**config.mk**
```make
export PLATFORM = sky130hd
export DESIGN_NAME = divide_signed_flat
export DESIGN_NICKNAME = d
export VERILOG_FILES = /design/src/rtl/divide_signed_pkg.sv /design/src/rtl/divide_signed_if.sv /design/src/rtl/divide_signed_step.sv /design/src/rtl/divide_signed.sv /design/src/flat_wrapper.sv
export SDC_FILE = /design/constraint.sdc
export NUM_CORES = 1
export LEC_CHECK = 0
export ABC_AREA = 1
export CAP_MARGIN = 10
export CORE_MARGIN = 1
export CORE_UTILIZATION = 35
export CTS_CLUSTER_SIZE = 30
export DETAILED_ROUTE_END_ITERATION = 16
export GPL_ROUTABILITY_DRIVEN = 0
export MAX_ROUTING_LAYER = met4
export SLEW_MARGIN = 10
export SYNTH_ARGS = -nofsm -noshare
export SYNTH_HDL_FRONTEND = slang
export SYNTH_SLANG_ARGS = --single-unit
```
**constraint.sdc**
```tcl
create_clock -name clk -period 3.05 [get_ports clk]
set_clock_uncertainty 0.05 [all_clocks]
set_input_delay 0.61 -clock clk [delete_from_list [all_inputs] [get_ports clk]]
set_output_delay 0.61 -clock clk [all_outputs]
set_load 0.02 [all_outputs]
```
**src/rtl/divide_signed_pkg.sv**
```systemverilog
// Shared types for the iterative signed/unsigned divider (divide_signed).
package divide_signed_pkg;

  typedef enum logic [1:0] {
    DIV_IDLE,
    DIV_RUN,
    DIV_FIX
  } div_state_e;

  // Width of the step counter that runs W-1..0; at least one bit.
  function automatic int div_cnt_w(input int w);
    return (w <= 2) ? 1 : $clog2(w);
  endfunction

endpackage

```
**src/rtl/divide_signed_if.sv**
```systemverilog
// stb/ack request bus of the divider: operands in, quotient/remainder out.
interface divide_signed_if #(
  parameter int W = 32
);
  logic [W-1:0] a;
  logic [W-1:0] b;
  logic         sgn;
  logic         stb;
  logic         ack;
  logic [W-1:0] q;
  logic [W-1:0] r;

  modport master (output a, b, sgn, stb, input ack, q, r);
  modport slave  (input a, b, sgn, stb, output ack, q, r);
endinterface

```
**src/rtl/divide_signed_step.sv**
```systemverilog
// One restoring division iteration: shift in a dividend bit, subtract if it fits.
module divide_signed_step #(
  parameter int W = 32
) (
  input  logic [W-1:0] rem,
  input  logic [W-1:0] dvd,
  input  logic [W-1:0] dvs,
  output logic [W-1:0] rem_n,
  output logic [W-2:0] dvd_n,
  output logic         qbit
);

  logic [W:0] rem_sh;

  assign rem_sh = {rem, dvd[W-1]};
  assign qbit   = (rem_sh >= {1'b0, dvs});
  // The remainder after a step is always below the divisor, so W bits hold it.
  assign rem_n  = qbit ? W'(rem_sh - {1'b0, dvs}) : rem_sh[W-1:0];
  // Caller appends qbit as the new LSB of the dividend/quotient register.
  assign dvd_n  = dvd[W-2:0];

endmodule

```
**src/rtl/divide_signed.sv**
```systemverilog
// Radix-2 restoring divider for DIV/DIVU/REM/REMU, one quotient bit per cycle.
// Optional macro DIVIDE_FAST_ZERO_EN: divide-by-zero skips RUN and goes straight to FIX.
module divide_signed
  import divide_signed_pkg::*;
#(
  parameter int W = 32
) (
  input  logic            clk,
  input  logic            rst,
  divide_signed_if.slave  bus
);

  localparam int CW = div_cnt_w(W);

  div_state_e    state_q, state_d;
  logic [CW-1:0] cnt_q, cnt_d;
  logic          ack_q, ack_d;
  logic [W-1:0]  q_q, q_d;
  logic [W-1:0]  r_q, r_d;
  logic [W-1:0]  rem_q, rem_d;
  logic [W-1:0]  dvd_q, dvd_d;
  logic [W-1:0]  dvs_q, dvs_d;
  logic          neg_q_q, neg_q_d;
  logic          neg_r_q, neg_r_d;

  logic          accept;
  logic          b_zero;
  logic [W-1:0]  stp_rem_n;
  logic [W-2:0]  stp_dvd_n;
  logic          stp_qbit;

  // Magnitude of a possibly-signed operand; |INT_MIN| wraps to 2^(W-1) exactly.
  function automatic logic [W-1:0] abs_w(input logic [W-1:0] x, input logic s);
    return (s && x[W-1]) ? -x : x;
  endfunction

  function automatic logic [W-1:0] neg_w(input logic [W-1:0] x, input logic en);
    return en ? -x : x;
  endfunction

  divide_signed_step #(.W(W)) u_step (
    .rem   (rem_q),
    .dvd   (dvd_q),
    .dvs   (dvs_q),
    .rem_n (stp_rem_n),
    .dvd_n (stp_dvd_n),
    .qbit  (stp_qbit)
  );

  assign accept = bus.stb && (state_q == DIV_IDLE);
  assign b_zero = (bus.b == '0);

  always_comb begin
    state_d = state_q;
    cnt_d   = cnt_q;
    ack_d   = 1'b0;
    q_d     = q_q;
    r_d     = r_q;
    rem_d   = rem_q;
    dvd_d   = dvd_q;
    dvs_d   = dvs_q;
    neg_q_d = neg_q_q;
    neg_r_d = neg_r_q;
    unique case (state_q)
      DIV_IDLE: begin
        if (accept) begin
          dvd_d   = abs_w(bus.a, bus.sgn);
          dvs_d   = abs_w(bus.b, bus.sgn);
          rem_d   = '0;
          // A zero divisor leaves the all-ones quotient un-negated.
          neg_q_d = bus.sgn & (bus.a[W-1] ^ bus.b[W-1]) & ~b_zero;
          neg_r_d = bus.sgn & bus.a[W-1];
          cnt_d   = CW'(W - 1);
          state_d = DIV_RUN;
`ifdef DIVIDE_FAST_ZERO_EN
          if (b_zero) begin
            dvd_d   = '1;
            rem_d   = abs_w(bus.a, bus.sgn);
            state_d = DIV_FIX;
          end
`endif
        end
      end
      DIV_RUN: begin
        rem_d = stp_rem_n;
        dvd_d = {stp_dvd_n, stp_qbit};
        if (cnt_q == '0) begin
          state_d = DIV_FIX;
        end else begin
          cnt_d = cnt_q - CW'(1);
        end
      end
      DIV_FIX: begin
        q_d     = neg_w(dvd_q, neg_q_q);
        r_d     = neg_w(rem_q, neg_r_q);
        ack_d   = 1'b1;
        state_d = DIV_IDLE;
      end
      default: state_d = DIV_IDLE;
    endcase
  end

  // Control and visible results: reset clears them and aborts any operation.
  always_ff @(posedge clk) begin
    if (rst) begin
      state_q <= DIV_IDLE;
      cnt_q   <= '0;
      ack_q   <= 1'b0;
      q_q     <= '0;
      r_q     <= '0;
    end else begin
      state_q <= state_d;
      cnt_q   <= cnt_d;
      ack_q   <= ack_d;
      q_q     <= q_d;
      r_q     <= r_d;
    end
  end

  // Working datapath: always reloaded on accept, so no reset needed.
  always_ff @(posedge clk) begin
    rem_q   <= rem_d;
    dvd_q   <= dvd_d;
    dvs_q   <= dvs_d;
    neg_q_q <= neg_q_d;
    neg_r_q <= neg_r_d;
  end

  assign bus.ack = ack_q;
  assign bus.q   = q_q;
  assign bus.r   = r_q;

endmodule

```
**src/flat_wrapper.sv**
```systemverilog
// flat-port wrapper written by rule: the top's interface ports become plain ports
module divide_signed_flat import divide_signed_pkg::*;
#(
  parameter int W = 32
)
  (clk, rst, bus_a, bus_b, bus_sgn, bus_stb, bus_ack, bus_q, bus_r);
  divide_signed_if #(.W(W)) bus_i ();
  input  logic clk;
  input  logic rst;
  input wire logic [$bits(bus_i.a)-1:0] bus_a;
  input wire logic [$bits(bus_i.b)-1:0] bus_b;
  input wire logic [$bits(bus_i.sgn)-1:0] bus_sgn;
  input wire logic [$bits(bus_i.stb)-1:0] bus_stb;
  output wire logic [$bits(bus_i.ack)-1:0] bus_ack;
  output wire logic [$bits(bus_i.q)-1:0] bus_q;
  output wire logic [$bits(bus_i.r)-1:0] bus_r;
  assign bus_i.a = bus_a;
  assign bus_i.b = bus_b;
  assign bus_i.sgn = bus_sgn;
  assign bus_i.stb = bus_stb;
  assign bus_ack = bus_i.ack;
  assign bus_q = bus_i.q;
  assign bus_r = bus_i.r;
  divide_signed #(.W(W)) u_core (.clk(clk), .rst(rst), .bus(bus_i));
endmodule
```
* Word level (Yosys, flattened, before mapping)
Cells that the tools add are included.
** Cells by class
- $lt $le $gt $ge :: 1
- Bitwise operators :: 5
- Multiplexer cells :: 16
- Eq/ne operators :: 5
- Reduce and logical (&&, ||, !) cells :: 11
- Add/sub/neg operators :: 6
** Operators with widths (count)
- 32-bit two-way mux :: 7
- 32-bit negator :: 4
- 32-bit one-hot mux with 2 select lines :: 2
- 33-bit by 32-bit greater-or-equal comparator with 1-bit output :: 1
- 32-bit logical NOT :: 1
- 32-bit subtractor :: 1
- 5-bit two-way mux :: 2
- 5-bit one-hot mux with 2 select lines :: 1
- 2-bit AND reduction :: 3
- 5-bit logical NOT :: 1
- 5-bit by 1-bit subtractor with 5-bit output, second input constant :: 1
- 2-bit two-way mux :: 2
- 2-bit by 1-bit inequality test with 1-bit output, second input constant :: 2
- 2-bit one-hot mux with 2 select lines :: 1
- 1-bit AND :: 3
- 1-bit logical AND :: 3
- 3-bit AND reduction :: 1
- 2-bit by 1-bit == test with 1-bit output, second input constant :: 1
- 2-bit == test, second input constant :: 1
- 2-bit logical NOT :: 1
- 2-bit inequality test, second input constant :: 1
- 2-bit nonzero test :: 1
- 1-bit two-way mux :: 1
- 1-bit NOT :: 1
- 1-bit XOR :: 1
** Storage, ports and cells
- Bits in registers :: 170
- Logic and storage cells :: 54
- Input port bits :: 68

* Longest topological paths before layout
- Depth in word-level cells :: 4
- Mapped depth :: 16
- Depth with buffers taken out :: 15

* Cells and area by module
Synthesis repeated with hierarchy kept, for this count alone.
** Unflattened totals
- Cell total of the unflattened synthesis :: 2075
- Area total of the unflattened synthesis :: 13521.7 µm²
** Modules (own cells, without submodules)
- divide_signed :: cells an instance 1397, times used 1, sequential area each 4384.2 µm², area each 10128.5 µm²
- divide_signed_step :: cells an instance 678, times used 1, sequential area each 0.0 µm², area each 3393.3 µm²

* Worst setup path before layout
No wires, ideal clock.
- Kind :: flip-flop to flip-flop
- Start :: reg u_core.state_q[1]
- End :: reg u_core.dvd_q[0] (enable)
- Data arrival time :: 2182 ps
- Setup time :: 690 ps
- Path slack :: 128 ps
- Stages on the path, launching flop included :: 6
- Path through :: dfxtp_1 inv_1 nand2_1 buf_1 clkbuf_1 nand2_1
** Between the ends
- Longest elaborated chain between the ends :: 4
- Elaborated cells between the ends (all ways) :: 6
- Classes of those cells :: eq/ne: 2; reduce/logical: 4
** RTL lines
- start: declaration :: RTL line divide_signed.sv:15 : div_state_e state_q, state_d;
- start signal: assignment :: RTL line divide_signed.sv:112 : state_q <= state_d;
- 2-bit logical NOT :: RTL line divide_signed.sv:50, divide_signed.sv:64
- 1-bit logical AND :: RTL line divide_signed.sv:50 : assign accept = bus.stb && (state_q == DIV_IDLE);
- 2-bit by 1-bit inequality test with 1-bit output (no source line)
- 2-bit AND reduction (no source line) *
- end signal: assignment :: RTL line divide_signed.sv:123 : dvd_q <= dvd_d;
- end: declaration :: RTL line divide_signed.sv:21 : logic [W-1:0] dvd_q, dvd_d;
Every way passes the cells marked *; elsewhere a longest branch is shown, timed or not.
A chain may end at the register's enable or synchronous reset.

* Worst setup path after layout
- Start :: reg u_core.rem_q[23]
- End :: reg u_core.rem_q[20], data pin
** Between the ends
- Longest elaborated chain between the ends :: 3
** RTL lines
- start: declaration :: RTL line divide_signed.sv:20 : logic [W-1:0] rem_q, rem_d;
- start signal: assignment :: RTL line divide_signed.sv:122 : rem_q <= rem_d;
- 33-bit by 32-bit greater-or-equal comparator with 1-bit output :: RTL line divide_signed_step.sv:16 : assign qbit = (rem_sh >= {1'b0, dvs});
- 32-bit two-way mux :: RTL line divide_signed_step.sv:18 : assign rem_n = qbit ? W'(rem_sh - {1'b0, dvs}) : rem_sh[W-1:0];
- 32-bit one-hot mux with 2 select lines :: RTL line divide_signed.sv:64 : unique case (state_q)
Every way passes these cells.

==> flow_results.org <==
** Status
- The run finished with clean final reports.

** Pwr
- Leakage :: 7.05 nW
- Per report_power, the clock group accounts for 28.8% of the total.
- For this design the ratio of total power to cell area is 554 mW/mm^2.
- Fraction of power spent switching nets :: 37.2%
- Worst supply voltage drop on vdd :: 0.465 mV
- Sw power :: 0.00309 W
- Logic gate share of total power :: 34.1%
- Portion of total power attributed to sequential cells :: 37.1%
- The internal portion of the total power is 0.00521 W.

** Route
- DR WL/cell :: 14.5 um
- After detailed routing, the number of vias per cell comes to 4.81.
- Total Wirelength :: 36000 um
- After the first detailed-routing iteration, the DRC count stood at 921.
- After detailed routing, the number of remaining DRC violations is 0.
- The detailed router placed 12000 vias in this run.
- Number of iterations in the first detailed-routing pass :: 7
- The detail route stage leaves a number of antenna-violating nets equal to 0.

** Synthesis
- Synth Net Count :: 1999
- EDFF count, synth :: 98
- Library cells used by synthesis :: 45
- The top cell type by area accounts for 23.7% of the synthesized area.
- Flip-flop and latch count after synthesis :: 170
- Post-synthesis mux area share :: 0%
- In the synthesized netlist the async set-or-reset flop fraction comes to 0%.
- Post-synthesis share of cell area spent on full adders, half adders and majority gates :: 3.99%
- Post-Synth XOR/XNOR Area :: 6.62%
- Yosys warns :: 0
- Post-synthesis instance total :: 1892
- Largest family of logic cells by synthesized area :: simple AND/OR/NAND/NOR gates
- Leading cell types by total area after synthesis :: sky130_fd_sc_hd__edfxtp_1, sky130_fd_sc_hd__nand2_1, sky130_fd_sc_hd__dfxtp_1
- Simple-gate portion of the synthesized area :: 34.7%
- Among all flip-flop cells after synthesis, the most frequent one is sky130_fd_sc_hd__edfxtp_1.
- For this run, the register share of the synthesized area comes to 35.3%.
- Each instance of the synthesized netlist takes up on average 6.57 um^2.
- Fraction of the mapped netlist area in compound gates :: 9.06%
- The mapped netlist covers 0.0124 mm^2.
- The biggest area contributor in the post-synthesis netlist is sky130_fd_sc_hd__edfxtp_1.

** Hold path
- Counting instances, the worst hold path has a depth of 2.
- The worst hold path belongs to the class register to register.

** STA
- The final number of max-transition violations came to 0.
- The worst pin sits at a relative slew slack of 25.7%.
- Actual transition at the worst max-transition pin :: 1110 ps
- Setup tns final :: 0 ps
- Number of failing hold endpoints at the final stage :: 0
- Setup violations remaining at the end of the flow were counted as 0.
- Max Clock Freq :: 379 MHz
- In the finished design, the share of the clock period the worst path needs comes to 86.6%.
- The smallest clock period supported by the final layout is computed as 2640 ps.
- Setup repair after global routing missed its margin :: no

** Global route
- Largest net degree at the start of global routing :: 120
- Number of global-route vias before repair :: 11000
- Number of antenna violations at the first check in global routing :: 1
- Global-route wire length before repair :: 57000 um
- Overflow left after global routing :: 0
- GRT Resource Usage Total :: 20.6%

** Setup path
- Worst Path Arrival :: 2890 ps
- The critical path is of the register to register type.
- Dominant delay contributor by cell family on the critical path :: simple AND/OR/NAND/NOR gates
- Counting stages on the worst path, the most repeated cell is sky130_fd_sc_hd__nand2_1.
- For this run, the slowest stage of the critical path takes 530 ps.
- The number of cells on the worst reg-to-reg path is 13.
- Together, buffers and inverters on the worst path number 2.
- STA classifies the critical path endpoint as a register.
- Critical-path maximum fanout :: 26
- STA puts the critical path data required time at 3300 ps.
- Element type at the critical path start :: register
- Cell with the largest stage delay on the worst path :: sky130_fd_sc_hd__edfxtp_1
- Count of cell instances traversed by the critical path :: 13
- Traced cell by cell, the critical path runs through ha_1 > nand2_2 > inv_1 > a21oi_1 > nand2_1 > nand2_1 > nand2_2 > nor2_4 > nand2_2 > nor2_4 > buf_12 > nand2_1 > nand2_1.

** Clock tree
- After clock tree synthesis, the clock-pin slew on the worst setup and hold paths is 70 ps.
- The longest clock path from root to sink contains 2 buffers.
- In this run, CTS created clock tree buffers numbering 17.
- CTS HTree Levels :: 4
- The clock reaches the later pin of the worst-skew pair after 440 ps.
- Quantity of gates resized following cts :: 0
- Post-CTS timing repair inserted 0 buffers for setup.
- TritonCTS Sinks :: 170
- In this run, post-CTS hold repair placed 0 buffers.
- Library cell used as clock root buffer :: sky130_fd_sc_hd__clkbuf_16
- Clock tree from TritonCTS :: built

** Floorplan
- From bottom edge to top edge, the die measures 190 um.
- Die Outline Area :: 0.0363 mm^2
- The initialized floorplan defines 68 standard-cell rows.
- Initial core utilization :: 35.8%
- After floorplanning, the core was sized to cover 0.0347 mm^2.
- Number of top-level pins :: 133
- From left edge to right edge, the die measures 190 um.

** Place
- DP Area :: 0.0143 mm^2
- The wire-length estimate of the detail-placed layout is 28500 um.
- PortBufs :: 132

** Cells and area
- Summing all non-filler instances in the final layout gives an area of 0.0150 mm^2.
- Leaving out fill and tap cells, the most frequent cell in the layout is sky130_fd_sc_hd__nand2_1.
- Cells fill 43.2% of the core in the end.
- Leaving out fill and tap cells, the most frequent cells in the layout are sky130_fd_sc_hd__nand2_1, sky130_fd_sc_hd__inv_1, sky130_fd_sc_hd__nor2_1.
- In the final layout, the share of cells above drive strength 1 is 4.52%.
- The layout has 3634 filler cells.
- Total Nets Final :: 2129
- Area growth from synthesis to layout :: 20.5%

** Run
- Max-cap check violation count :: 0
-- cells in the mapped netlist (all sizes together), types with 2 or more instances --
| library cell | count |
|---|---|
| o221ai | 3 |
| edfxtp | 98 |
| o21ai | 113 |
| a31oi | 3 |
| clkinv | 3 |
| or2 | 7 |
| nor4 | 2 |
| o31ai | 4 |
| clkbuf | 37 |
| nor3 | 20 |
| nand2 | 576 |
| nand4 | 27 |
| xor2 | 75 |
| and2 | 6 |
| xnor2 | 19 |
| nand3 | 121 |
| and3 | 2 |
| buf | 8 |
| inv | 289 |
| dfxtp | 72 |
| o21bai | 5 |
| nand3b | 5 |
| o211ai | 10 |
| ha | 38 |
| a21oi | 66 |
| nor2 | 276 |
-- per-layer routing --
layer	wire (um)	vias up	track usage [%]
met5	0	-	-
met4	883	0	6.98
met3	2130	52	2.52
met2	15000	345	29.7
met1	18100	5353	29.5
li1	-	6239	-
-- final timing paths --
check,end,start,slack [ps]
hold / removal,u_core.cnt_q[3],u_core.cnt_q[3],470
hold reg to reg,u_core.cnt_q[3],u_core.cnt_q[3],470
setup reg to reg,u_core.rem_q[20],u_core.rem_q[23],410
setup / recovery,u_core.rem_q[20],u_core.rem_q[23],410
-- cell type report --
class | count | area, um^2 | area share [%]
timing repair buffer | 156 | 1530 | 10.2
inverter | 292 | 1100 | 7.32
antenna | 1 | 2.50 | 0.0167
clock buffer | 21 | 440 | 2.94
clock inverter | 11 | 195 | 1.30
multi-input combinational | 1385 | 6770 | 45.2
sequential | 170 | 4380 | 29.3
tap | 455 | 569 | 3.80
-- tightest hold or removal path, stage by stage, from the launching register on --
cell and delay (ps):
sky130_fd_sc_hd__dfxtp_1 320, sky130_fd_sc_hd__o21ai_0 70, sky130_fd_sc_hd__a31oi_1 80
-- state kept, by name (all words and copies together) (netlist names) --
register	flops
u_core.bus.q	32
u_core.neg_r_q	1
u_core.bus.ack	1
u_core.dvs_q	32
u_core.state_q	2
u_core.rem_q	32
u_core.bus.r	32
u_core.dvd_q	32
u_core.cnt_q	5
u_core.neg_q_q	1
-- logic make-up after synthesis --
| group | count (synthesis) |
|---|---|
| buf+inv | 337 |
| simple gates | 1044 |
| flops | 170 |
| fa+ha+maj | 39 |
| xor+xnor | 94 |
| compound gates | 208 |
-- power groups by stage --
| stage | sequential (W) | clock, W | combinational [W] |
|---|---|---|---|
| after floorplan | 0.00304 | 0 | 0.00197 |
| after global placement | 0.00311 | 0 | 0.00276 |
| after detailed placement | 0.00312 | 0 | 0.00279 |
| after CTS | 0.00307 | 0.00243 | 0.00281 |
| after global routing | 0.00311 | 0.00253 | 0.00321 |
| final | 0.00308 | 0.00239 | 0.00283 |
-- metrics by stage --
stage / hold slack, ps / cells / setup slack, ps / power (W)
after CTS: 478 / 2490 / 432 / 0.00831
after detailed placement: 456 / 2458 / 274 / 0.00591
after global placement: 452 / 2458 / 307 / 0.00587
after floorplan: 433 / 1892 / 128 / 0.00501
after global routing: 489 / 2491 / 190 / 0.00885
final: 474 / 2491 / 410 / 0.00830
(Power assumes the default switching activity.)
